<file path="config.mk">
export PLATFORM = sky130hd
export DESIGN_NAME = spi_slave_word
export DESIGN_NICKNAME = d
export VERILOG_FILES = /design/src/rtl/spi_slave_word_pkg.sv /design/src/rtl/spi_sync_edge.sv /design/src/rtl/spi_slave_word.sv
export SDC_FILE = /design/constraint.sdc
export NUM_CORES = 1
export LEC_CHECK = 0
export ABC_AREA = 1
export CORE_MARGIN = 3
export CORE_UTILIZATION = 41
export CTS_CLUSTER_DIAMETER = 30
export CTS_CLUSTER_SIZE = 16
export DETAILED_ROUTE_END_ITERATION = 10
export GPL_TIMING_DRIVEN = 0
export REMOVE_ABC_BUFFERS = 1
export SLEW_MARGIN = 20
export SYNTH_ARGS = -nofsm -noshare
export SYNTH_HDL_FRONTEND = slang
export SYNTH_SLANG_ARGS = --single-unit
</file>
<file path="constraint.sdc">
create_clock -name clk -period 1.5 [get_ports clk]
set_input_delay 0.3 -clock clk [delete_from_list [all_inputs] [get_ports clk]]
set_output_delay 0.3 -clock clk [all_outputs]
set_load 0.03 [all_outputs]
</file>
<file path="src/rtl/spi_slave_word_pkg.sv">
// Shared SPI slave definitions: mode encodings, FSM states, synchronizer depth.
// Latency: n/a (constants only).
// Backpressure: n/a.
package spi_slave_word_pkg;

  // {CPOL, CPHA} pairs
  localparam logic [1:0] SPI_MODE0 = 2'b00;
  localparam logic [1:0] SPI_MODE1 = 2'b01;
  localparam logic [1:0] SPI_MODE2 = 2'b10;
  localparam logic [1:0] SPI_MODE3 = 2'b11;

  localparam int SYNC_STAGES = 2;

  typedef enum logic {
    IDLE   = 1'b0,
    ACTIVE = 1'b1
  } state_t;

endpackage

</file>
<file path="src/rtl/spi_sync_edge.sv">
// Multi-flop synchronizer for an asynchronous pin, with one-clk rise/fall pulses.
// Latency: pulse is visible SYNC_STAGES clk after the pin changes.
// Backpressure: none.
module spi_sync_edge
  import spi_slave_word_pkg::*;
#(
  parameter logic RST_VAL = 1'b0
) (
  input  logic clk,
  input  logic i_rst,
  input  logic i_d,
  output logic o_rise,
  output logic o_fall
);

  logic [SYNC_STAGES-1:0] sync_q;
  logic                   prev_q;

  always_ff @(posedge clk) begin
    if (i_rst) begin
      sync_q <= {SYNC_STAGES{RST_VAL}};
      prev_q <= RST_VAL;
    end else begin
      sync_q <= {sync_q[SYNC_STAGES-2:0], i_d};
      prev_q <= sync_q[SYNC_STAGES-1];
    end
  end

  assign o_rise = sync_q[SYNC_STAGES-1] & ~prev_q;
  assign o_fall = ~sync_q[SYNC_STAGES-1] & prev_q;

endmodule

</file>
<file path="src/rtl/spi_slave_word.sv">
// Word-level SPI slave, all four modes, oversampled in clk; SPI_SLAVE_ECHO_EN echoes the last RX word on underrun.
// Latency: o_rx_valid pulses 3 clk after the final sample edge at the pin.
// Backpressure: none on RX; TX is a one-deep valid/ready holding register, TX_IDLE shifted when it is empty.
module spi_slave_word
  import spi_slave_word_pkg::*;
#(
  parameter int               WIDTH     = 8,
  parameter bit               CPOL      = 1'b0,
  parameter bit               CPHA      = 1'b0,
  parameter bit               MSB_FIRST = 1'b1,
  parameter logic [WIDTH-1:0] TX_IDLE   = '0
) (
  input  logic             clk,
  input  logic             i_rst,
  input  logic             i_sclk,
  input  logic             i_mosi,
  input  logic             i_ss,
  output logic             o_miso,
  output logic             o_miso_oe,
  output logic [WIDTH-1:0] o_rx_data,
  output logic             o_rx_valid,
  input  logic [WIDTH-1:0] i_tx_data,
  input  logic             i_tx_valid,
  output logic             o_tx_ready,
  output logic             o_tx_underrun,
  output logic             o_busy
);

  localparam int             CNT_W    = $clog2(WIDTH);
  localparam logic [CNT_W-1:0] LAST_BIT = CNT_W'(WIDTH - 1);

  state_t             state_q, state_d;
  logic [CNT_W-1:0]   cnt_q, cnt_d;
  logic [WIDTH-1:0]   rx_sh_q, rx_sh_d, tx_sh_q, hold_q, tx_fill, idle_word;
  logic               hold_full_q, rx_valid_q, underrun_q;
  logic               word_start, advance, rx_done;
  logic               sclk_rise, sclk_fall, ss_rise, ss_fall;
  logic               lead_edge, trail_edge, sample_edge, shift_edge;
  logic [SYNC_STAGES-1:0] mosi_sync_q;
  logic               mosi_s;

  spi_sync_edge #(.RST_VAL(CPOL)) u_sclk_sync (
    .clk    (clk),
    .i_rst  (i_rst),
    .i_d    (i_sclk),
    .o_rise (sclk_rise),
    .o_fall (sclk_fall)
  );

  spi_sync_edge #(.RST_VAL(1'b1)) u_ss_sync (
    .clk    (clk),
    .i_rst  (i_rst),
    .i_d    (i_ss),
    .o_rise (ss_rise),
    .o_fall (ss_fall)
  );

  always_ff @(posedge clk) begin
    if (i_rst) mosi_sync_q <= '0;
    else       mosi_sync_q <= {mosi_sync_q[SYNC_STAGES-2:0], i_mosi};
  end
  assign mosi_s = mosi_sync_q[SYNC_STAGES-1];

  assign lead_edge   = CPOL ? sclk_fall : sclk_rise;
  assign trail_edge  = CPOL ? sclk_rise : sclk_fall;
  assign sample_edge = CPHA ? trail_edge : lead_edge;
  assign shift_edge  = CPHA ? lead_edge : trail_edge;

`ifdef SPI_SLAVE_ECHO_EN
  assign idle_word = rx_done ? rx_sh_d : o_rx_data;
`else
  assign idle_word = TX_IDLE;
`endif
  assign tx_fill = hold_full_q ? hold_q : idle_word;

  always_comb begin
    state_d    = state_q;
    cnt_d      = cnt_q;
    rx_sh_d    = rx_sh_q;
    word_start = 1'b0;
    advance    = 1'b0;
    rx_done    = 1'b0;
    o_miso     = 1'b0;
    o_miso_oe  = 1'b0;
    o_busy     = 1'b0;
    case (state_q)
      IDLE: begin
        if (ss_fall) begin
          state_d    = ACTIVE;
          word_start = 1'b1;
        end
      end
      ACTIVE: begin
        o_miso_oe = 1'b1;
        o_miso    = MSB_FIRST ? tx_sh_q[WIDTH-1] : tx_sh_q[0];
        o_busy    = (cnt_q != '0);
        if (sample_edge) begin
          rx_sh_d = MSB_FIRST ? {rx_sh_q[WIDTH-2:0], mosi_s} : {mosi_s, rx_sh_q[WIDTH-1:1]};
          if (cnt_q == LAST_BIT) begin
            rx_done = 1'b1;
            cnt_d   = '0;
          end else begin
            cnt_d = cnt_q + 1'b1;
          end
        end
        // A shift edge at count 0 is a word boundary: CPHA=0 loads the next
        // word there, CPHA=1 just leaves the already-presented bit 0 alone.
        if (shift_edge) begin
          if (cnt_q == '0) word_start = !CPHA;
          else             advance    = 1'b1;
        end
        if (CPHA && rx_done) word_start = 1'b1;
        if (ss_rise) begin
          state_d    = IDLE;
          cnt_d      = '0;
          word_start = 1'b0;
          advance    = 1'b0;
        end
      end
      default: state_d = IDLE;
    endcase
  end

  always_ff @(posedge clk) begin
    if (i_rst) begin
      state_q     <= IDLE;
      cnt_q       <= '0;
      rx_sh_q     <= '0;
      tx_sh_q     <= '0;
      hold_q      <= '0;
      hold_full_q <= 1'b0;
      o_rx_data   <= '0;
      rx_valid_q  <= 1'b0;
      underrun_q  <= 1'b0;
    end else begin
      state_q    <= state_d;
      cnt_q      <= cnt_d;
      rx_sh_q    <= rx_sh_d;
      rx_valid_q <= rx_done;
      underrun_q <= word_start && !hold_full_q;
      if (rx_done) o_rx_data <= rx_sh_d;
      if (word_start)   tx_sh_q <= tx_fill;
      else if (advance) tx_sh_q <= MSB_FIRST ? {tx_sh_q[WIDTH-2:0], 1'b0} : {1'b0, tx_sh_q[WIDTH-1:1]};
      // A load only happens when empty, so a same-clk word start has already
      // taken TX_IDLE and the freshly loaded word stays held.
      if (i_tx_valid && !hold_full_q) begin
        hold_q      <= i_tx_data;
        hold_full_q <= 1'b1;
      end else if (word_start) begin
        hold_full_q <= 1'b0;
      end
    end
  end

  assign o_rx_valid    = rx_valid_q;
  assign o_tx_underrun = underrun_q;
  assign o_tx_ready    = !hold_full_q;

endmodule

</file>
==> results.yml, run 1 <==
outcome:
  status: "completed"
global_route:
  grt_usage: 0.152
  grt_pass1_vias: 1432
  grt_max_degree: 18
  grt_pass1_wl_microns: 6300
  grt_overflow_total: 0
  antenna_found_initial: 0
worst_setup_path:
  cp_slowest_cell: "dfxtp_2"
  path_class: "reg -> out"
  worst_path_largest_cell_delay_ns: 0.35
  r2r_start: "cnt_q[0]"
  end_kind: "primary output"
  worstPathArrival_ns: 1.15
  r2r-end: "hold_full_q"
  crit_path_start_kind: "flip-flop"
  r2r_cells: 7
  rrSetupSlack_ns: 0.11
  worstPathCellList: "inv_1 > ha_2 > a21oi_2 > buf_6"
  crit_path_max_fanout: 3
  setup.worst_path.start: "cnt_q[1]"
  crit_required_ns: 1.20
sta:
  worst_pin_slew_ns: 0.583
  hold_violations: 0
  fin_hold_ws_ns: 0.404
  fin_worst_skew_ns: 0.00495
  final_max_slew_viol_count: 0
  setup_ws_ns: 0.0471
  fmax_mhz: 688
  period_share: 0.969
  slew_headroom: 0.612
  period_minus_slack_ns: 1.45
  setup_viol_count_final: 0
layout:
  drive_gt1_frac: 0.133
  finalNonFillerCells: 314
  synthToLayoutAreaGrowth_pct: 23.6
  finalNetCount: 280
  diodes: 0
synthesis:
  yosys.area.top_type_share: 0.510
  synth_cells: 232
  syn_avg_cell_area_sq_um: 7.78
  synth_ff_type: "dfxtp_1"
  synth_edf_count: 0
  async_reset_ff_frac: 0
  yosysWarnings: 0
  synth_area_leader_cell: "dfxtp_1"
  ys_seq_elements: 46
  synth_area_sq_um: 1800
  synth_most_common_cell: "dfxtp_1"
  synth_cell_type_count: 19
  yosysSeqAreaShare: 0.510
  ys_top_cells_by_count: "dfxtp_1 (46), inv_1 (32), nand2_1 (31), o21ai_0 (31), nor2_1 (26)"
  yosys-top-cells-area: "dfxtp_1 (51%), o21ai_0 (8.6%), inv_1 (6.7%)"
power_and_ir_drop:
  cellLeakagePower_uw: 0.000971
  ir_drop_mv: 0.447
  power_density_nw_per_um2: 1020
floorplanning:
  die_h_microns: 72.3
  die_area_sq_um: 5230
  start_util: 0.438
  fp.dieW_microns: 72.3
  core_sq_um: 4120
  ios: 28
  floorplan.rows: 23
min_path:
  worstHoldEndpoint: "u_sclk_sync.sync_q[1]"
  hold_path.class: "reg -> reg"
  hold_path_depth: 2
  hp-start: "u_sclk_sync.sync_q[0]"
detailed_routing:
  wl_met1_microns: 1720
  wl_met3_microns: 131
  post_drt_wl_per_cell_microns: 10.9
  drc: 0
  num_vias: 1459
  routed.top_layer: "met4"
  viasPerCell: 4.65
  dr.pass1.iters: 4
  final_antenna_net_count: 0
  drt-total-wl_microns: 3420
  drtIter0Drc: 59
  wl_met2_microns: 1510
clocking:
  clockRootBuffer: "clkbuf_8"
  clk_pin_slew_ns: 0.08
  cts-htree-levels: 2
  clk_latency_ns: 0.29
  clock_path_buffers: 2
  numCtsBuffers: 5
  cts_tree: "done"
  clock_sinks: 46
placed_design:
  hpwl_microns: 2220
  place_congestion: 0.744
  io_buffer_count: 27
  dp.cells: 302
  pre_cts_slack_ns: -1.03
flow_run:
  cap_viol_max_count: 0
==> report_power, final <==
group	switching [uW]	internal, uW
registers	29.5	1270
clock network	395	372
logic	115	86.7
total	539	1730
==> what timing repair did <==
item / in CTS / in global routing
hold buffers: 0 / 0
setup endpoints to repair: 49 / 24
setup buffers: 2 / 1
gates resized for setup: 30 / 5
gates cloned: 1 / 0
pin swaps: 1 / 0
==> cells by family after synthesis <==
kind of cell	Yosys count	synth area share
buf+inv	41	0.0922
fa+ha+maj	3	0.0208
simple gates	87	0.216
compound gates	55	0.161
flops	46	0.510
==> critical path: cells and delay by family, from the launching register on <==
kind,cells,cell delay [ns]
AOI/OAI and AO/OA,1,0.14
buffers and inverters,2,0.20
adders and majority gates,1,0.17
DFF,1,0.35
==> flip-flops by register name, indices dropped and copies added (netlist names), 2 cells and up <==
signal,flops
hold_q,8
o_rx_data,8
tx_sh_q,8
rx_sh_q,7
cnt_q,3
mosi_sync_q,2
u_sclk_sync.sync_q,2
u_ss_sync.sync_q,2
==> routing by layer <==
metal	track usage	vias to the layer above
met5	0	-
met4	0.0752	0
met3	0.0291	5
met2	0.243	27
met1	0.196	622
li1	-	805
==> cell type report <==
type                    instances  area, sq um
clock buffers                   7         86.3
clock inverters                 1         5.00
fillers                       429         1880
inverters                      34          131
multi-input cells             145          728
flip-flops and latches         46          928
well taps                      50         62.6
repair buffers                 30          282
repair inverters                1         7.51
==> stage by stage <==
step / instance area (sq um) / setup TNS [ns] / power, uW / utilization
final: 2230 / 0 / 2270 / 0.542
after global routing: 2230 / -0.000166 / 2390 / 0.542
after CTS: 2210 / 0 / 2290 / 0.538
after detailed placement: 2100 / -26.50 / 1520 / 0.510
after global placement: 2100 / -27.48 / 1520 / 0.510
after floorplan: 1770 / 0 / 1440 / -
==> cell usage in the layout (no fill, tap or decap), drive strengths merged <==
master          n
buf             4
inv            33
nor3            1
dfxtp          46
clkbuf          7
ha              3
or2             3
clkdlybuf4s15   3
nor2           26
nand3          23
clkinvlp        2
clkinv          1
a21oi          20
clkdlybuf4s50  12
dlygate4sd2    11
o21ai          35
nand2          34
==> worst max path at each step <==
stage	slack, ns	to	depth (start not counted)
2_1_floorplan	0.002	o_busy	2
3_3_place_gp	-1.05	o_rx_data[0]	6
3_5_place_dp	-1.03	o_rx_data[6]	4
4_1_cts	0.02	o_miso_oe	1
5_1_grt	-0.0002	hold_full_q	7
6_report	0.05	o_busy	4
No activity file was read; power rests on OpenSTA's default activity.
==> inputs of run 2 (changes only) <==
- SKIP_LAST_GASP: default -> 1
==> results of run 2 <==
Same layout as run 1: the final DEF is identical, and so are final timing and power.
==> inputs of run 3 (changes only) <==
- CORE_ASPECT_RATIO: default -> 0.7
- SYNTH_HIERARCHICAL: default -> 1
==> run 3 against run 2 <==
Maximum frequency is 1.9% lower. Worst hold slack worse by 0.00077 ns. Highest routed layer unchanged. Largest power group unchanged. Core utilization is 3.9 points higher. Final cell count is 4.8% higher.
==> results.yml, run 3 <==
outcome:
  status: "completed"
layout:
  reg.largest.list: "hold_q: 8 flops, o_rx_data: 8 flops, tx_sh_q: 8 flops"
  diodes: 0
  layout_common_cells: "dfxtp_1 (42), nand2_1 (36), inv_1 (27), nor2_1 (26), o21ai_0 (21)"
  finalNetCount: 293
  fill_cells: 388
  final_common_cell: "dfxtp_1"
  utilization: 0.581
  drive_gt1_frac: 0.184
  synthToLayoutAreaGrowth_pct: 30.8
sta:
  slew_headroom: 0.681
  fin_worst_skew_ns: 0.00482
  fmax_mhz: 676
  setup_viol_count_final: 0
  fin_hold_ws_ns: 0.404
  hold_violations: 0
  period_minus_slack_ns: 1.48
  rsz0062_at_grt: "true"
  final_max_slew_viol_count: 0
  setup_ws_ns: 0.0197
  worst_pin_slew_ns: 0.478
  period_share: 0.987
synthesis:
  synth_area_leader_cell: "dfxtp_1"
  synth_most_common_cell: "dfxtp_1"
  yosys-top-cells-area: "dfxtp_1 (50%), nand2_1 (7.8%), inv_1 (6.4%)"
  synth_cell_type_count: 25
  syn_avg_cell_area_sq_um: 7.85
  synth_cells: 233
  synth_area_sq_um: 1830
  ys_seq_elements: 46
  synth_edf_count: 0
  ys_top_cells_by_count: "dfxtp_1 (46), nand2_1 (38), inv_1 (31)"
  yosysSeqAreaShare: 0.504
  synth_ff_type: "dfxtp_1"
  async_reset_ff_frac: 0
  yosysWarnings: 6
  yosys.area.top_type_share: 0.504
worst_setup_path:
  r2r_start: "state_q"
  crit_required_ns: 1.20
  path_class: "reg -> out"
  crit_path_max_fanout: 8
  setup.worst_path.start: "cnt_q[0]"
  rrSetupSlack_ns: 0.19
  r2r_cells: 6
  worstPathArrival_ns: 1.18
  end_kind: "primary output"
  crit_path_start_kind: "flip-flop"
  r2r-end: "cnt_q[2]"
global_route:
  grt_max_degree: 20
  grt_pass1_vias: 1222
  grt_usage: 0.134
  grt_overflow_total: 0
  grt_pass1_wl_microns: 5560
  antenna_found_initial: 0
clocking:
  clk_latency_ns: 0.29
  numCtsBuffers: 5
  cts-htree-levels: 2
  clk_pin_slew_ns: 0.08
  clock_sinks: 46
  cts_tree: "done"
  clockRootBuffer: "clkbuf_8"
  clock_path_buffers: 2
placed_design:
  io_buffer_count: 27
  pre_cts_slack_ns: -0.934
  place_congestion: 0.691
  hpwl_microns: 2340
detailed_routing:
  viasPerCell: 4.64
  post_drt_wl_per_cell_microns: 10.8
  num_vias: 1525
  final_antenna_net_count: 0
  drc: 0
  drt-total-wl_microns: 3540
  dr.pass1.iters: 4
  drtIter0Drc: 57
min_path:
  hold_path_depth: 2
  hold_path.class: "reg -> reg"
  worstHoldEndpoint: "u_sclk_sync/sync_q[1]"
  hp-start: "u_sclk_sync/sync_q[0]"
floorplanning:
  core_sq_um: 4110
  ios: 28
  die_h_microns: 61.9
  die_area_sq_um: 5310
  fp.dieW_microns: 85.8
  start_util: 0.444
  floorplan.rows: 19
power_and_ir_drop:
  power_density_nw_per_um2: 1000
  cellLeakagePower_uw: 0.00110
  ir_drop_mv: 0.746
flow_run:
  cap_viol_max_count: 0
[run 3: repair_timing]
action / in CTS / in global routing
setup buffers: 0 / 15
cloned: 1 / 0
endpoints found under the setup margin: 48 / 17
pin swaps: 0 / 3
resized for setup: 30 / 14
hold buffers: 0 / 0
[run 3: power breakdown]
group          internal (uW)  switching, uW
Sequential              1260           26.4
Clock                    490            400
Combinational            103            120
[run 3: worst max-delay path, cell delays in order, from the launching register on]
cell and delay (ns):
dfxtp_2 0.35, inv_2 0.05, ha_4 0.16, nand2_4 0.08, nand2_4 0.08, inv_2 0.06
buf_6 0.12
[run 3: how the worst max path moves through the flow]
stage               depth (start not counted)            to
finish                                      6        o_busy
detailed placement                          6  o_rx_data[2]
global route                                6        o_busy
global placement                            4  o_rx_data[1]
CTS                                         6        o_busy
floorplan                                   2        o_busy
[run 3: cell families (layout without fill, tap and decap cells)]
logic type	Yosys count	count (layout)	synth area share
DFF	46	46	0.504
buffers and inverters	41	85	0.0965
AOI/OAI and AO/OA	45	45	0.135
and+or+nand+nor	98	98	0.244
adders and majority gates	3	3	0.0205
[run 3: per-stage QoR]
stage | cells | TNS, ns | power [uW] | cell area [sq um]
final | 329 | 0 | 2400 | 2390
after global routing | 329 | -0.0616 | 2510 | 2390
after CTS | 314 | -0.324 | 2390 | 2230
after detailed placement | 305 | -23.74 | 1500 | 2120
after global placement | 305 | -24.01 | 1500 | 2120
after floorplan | 226 | -0.160 | 1420 | 1780
[run 3: final cells by class]
type | count | area, sq um | share of cell area
Sequential cell | 46 | 931 | 0.389
Timing Repair inverter | 1 | 7.51 | 0.00314
Multi-Input combinational cell | 146 | 761 | 0.318
Tap cell | 52 | 65.1 | 0.0272
Timing Repair Buffer | 42 | 382 | 0.160
Clock inverter | 3 | 40.0 | 0.0167
Inverter | 34 | 136 | 0.0570
Clock buffer | 5 | 68.8 | 0.0288
[run 3: routing by layer]
metal / wire length, microns / GRT usage
met1: 1940 / 0.191
met2: 1390 / 0.190
met3: 187 / 0.0435
met4: 19 / 0.0474
met5: 0 / 0
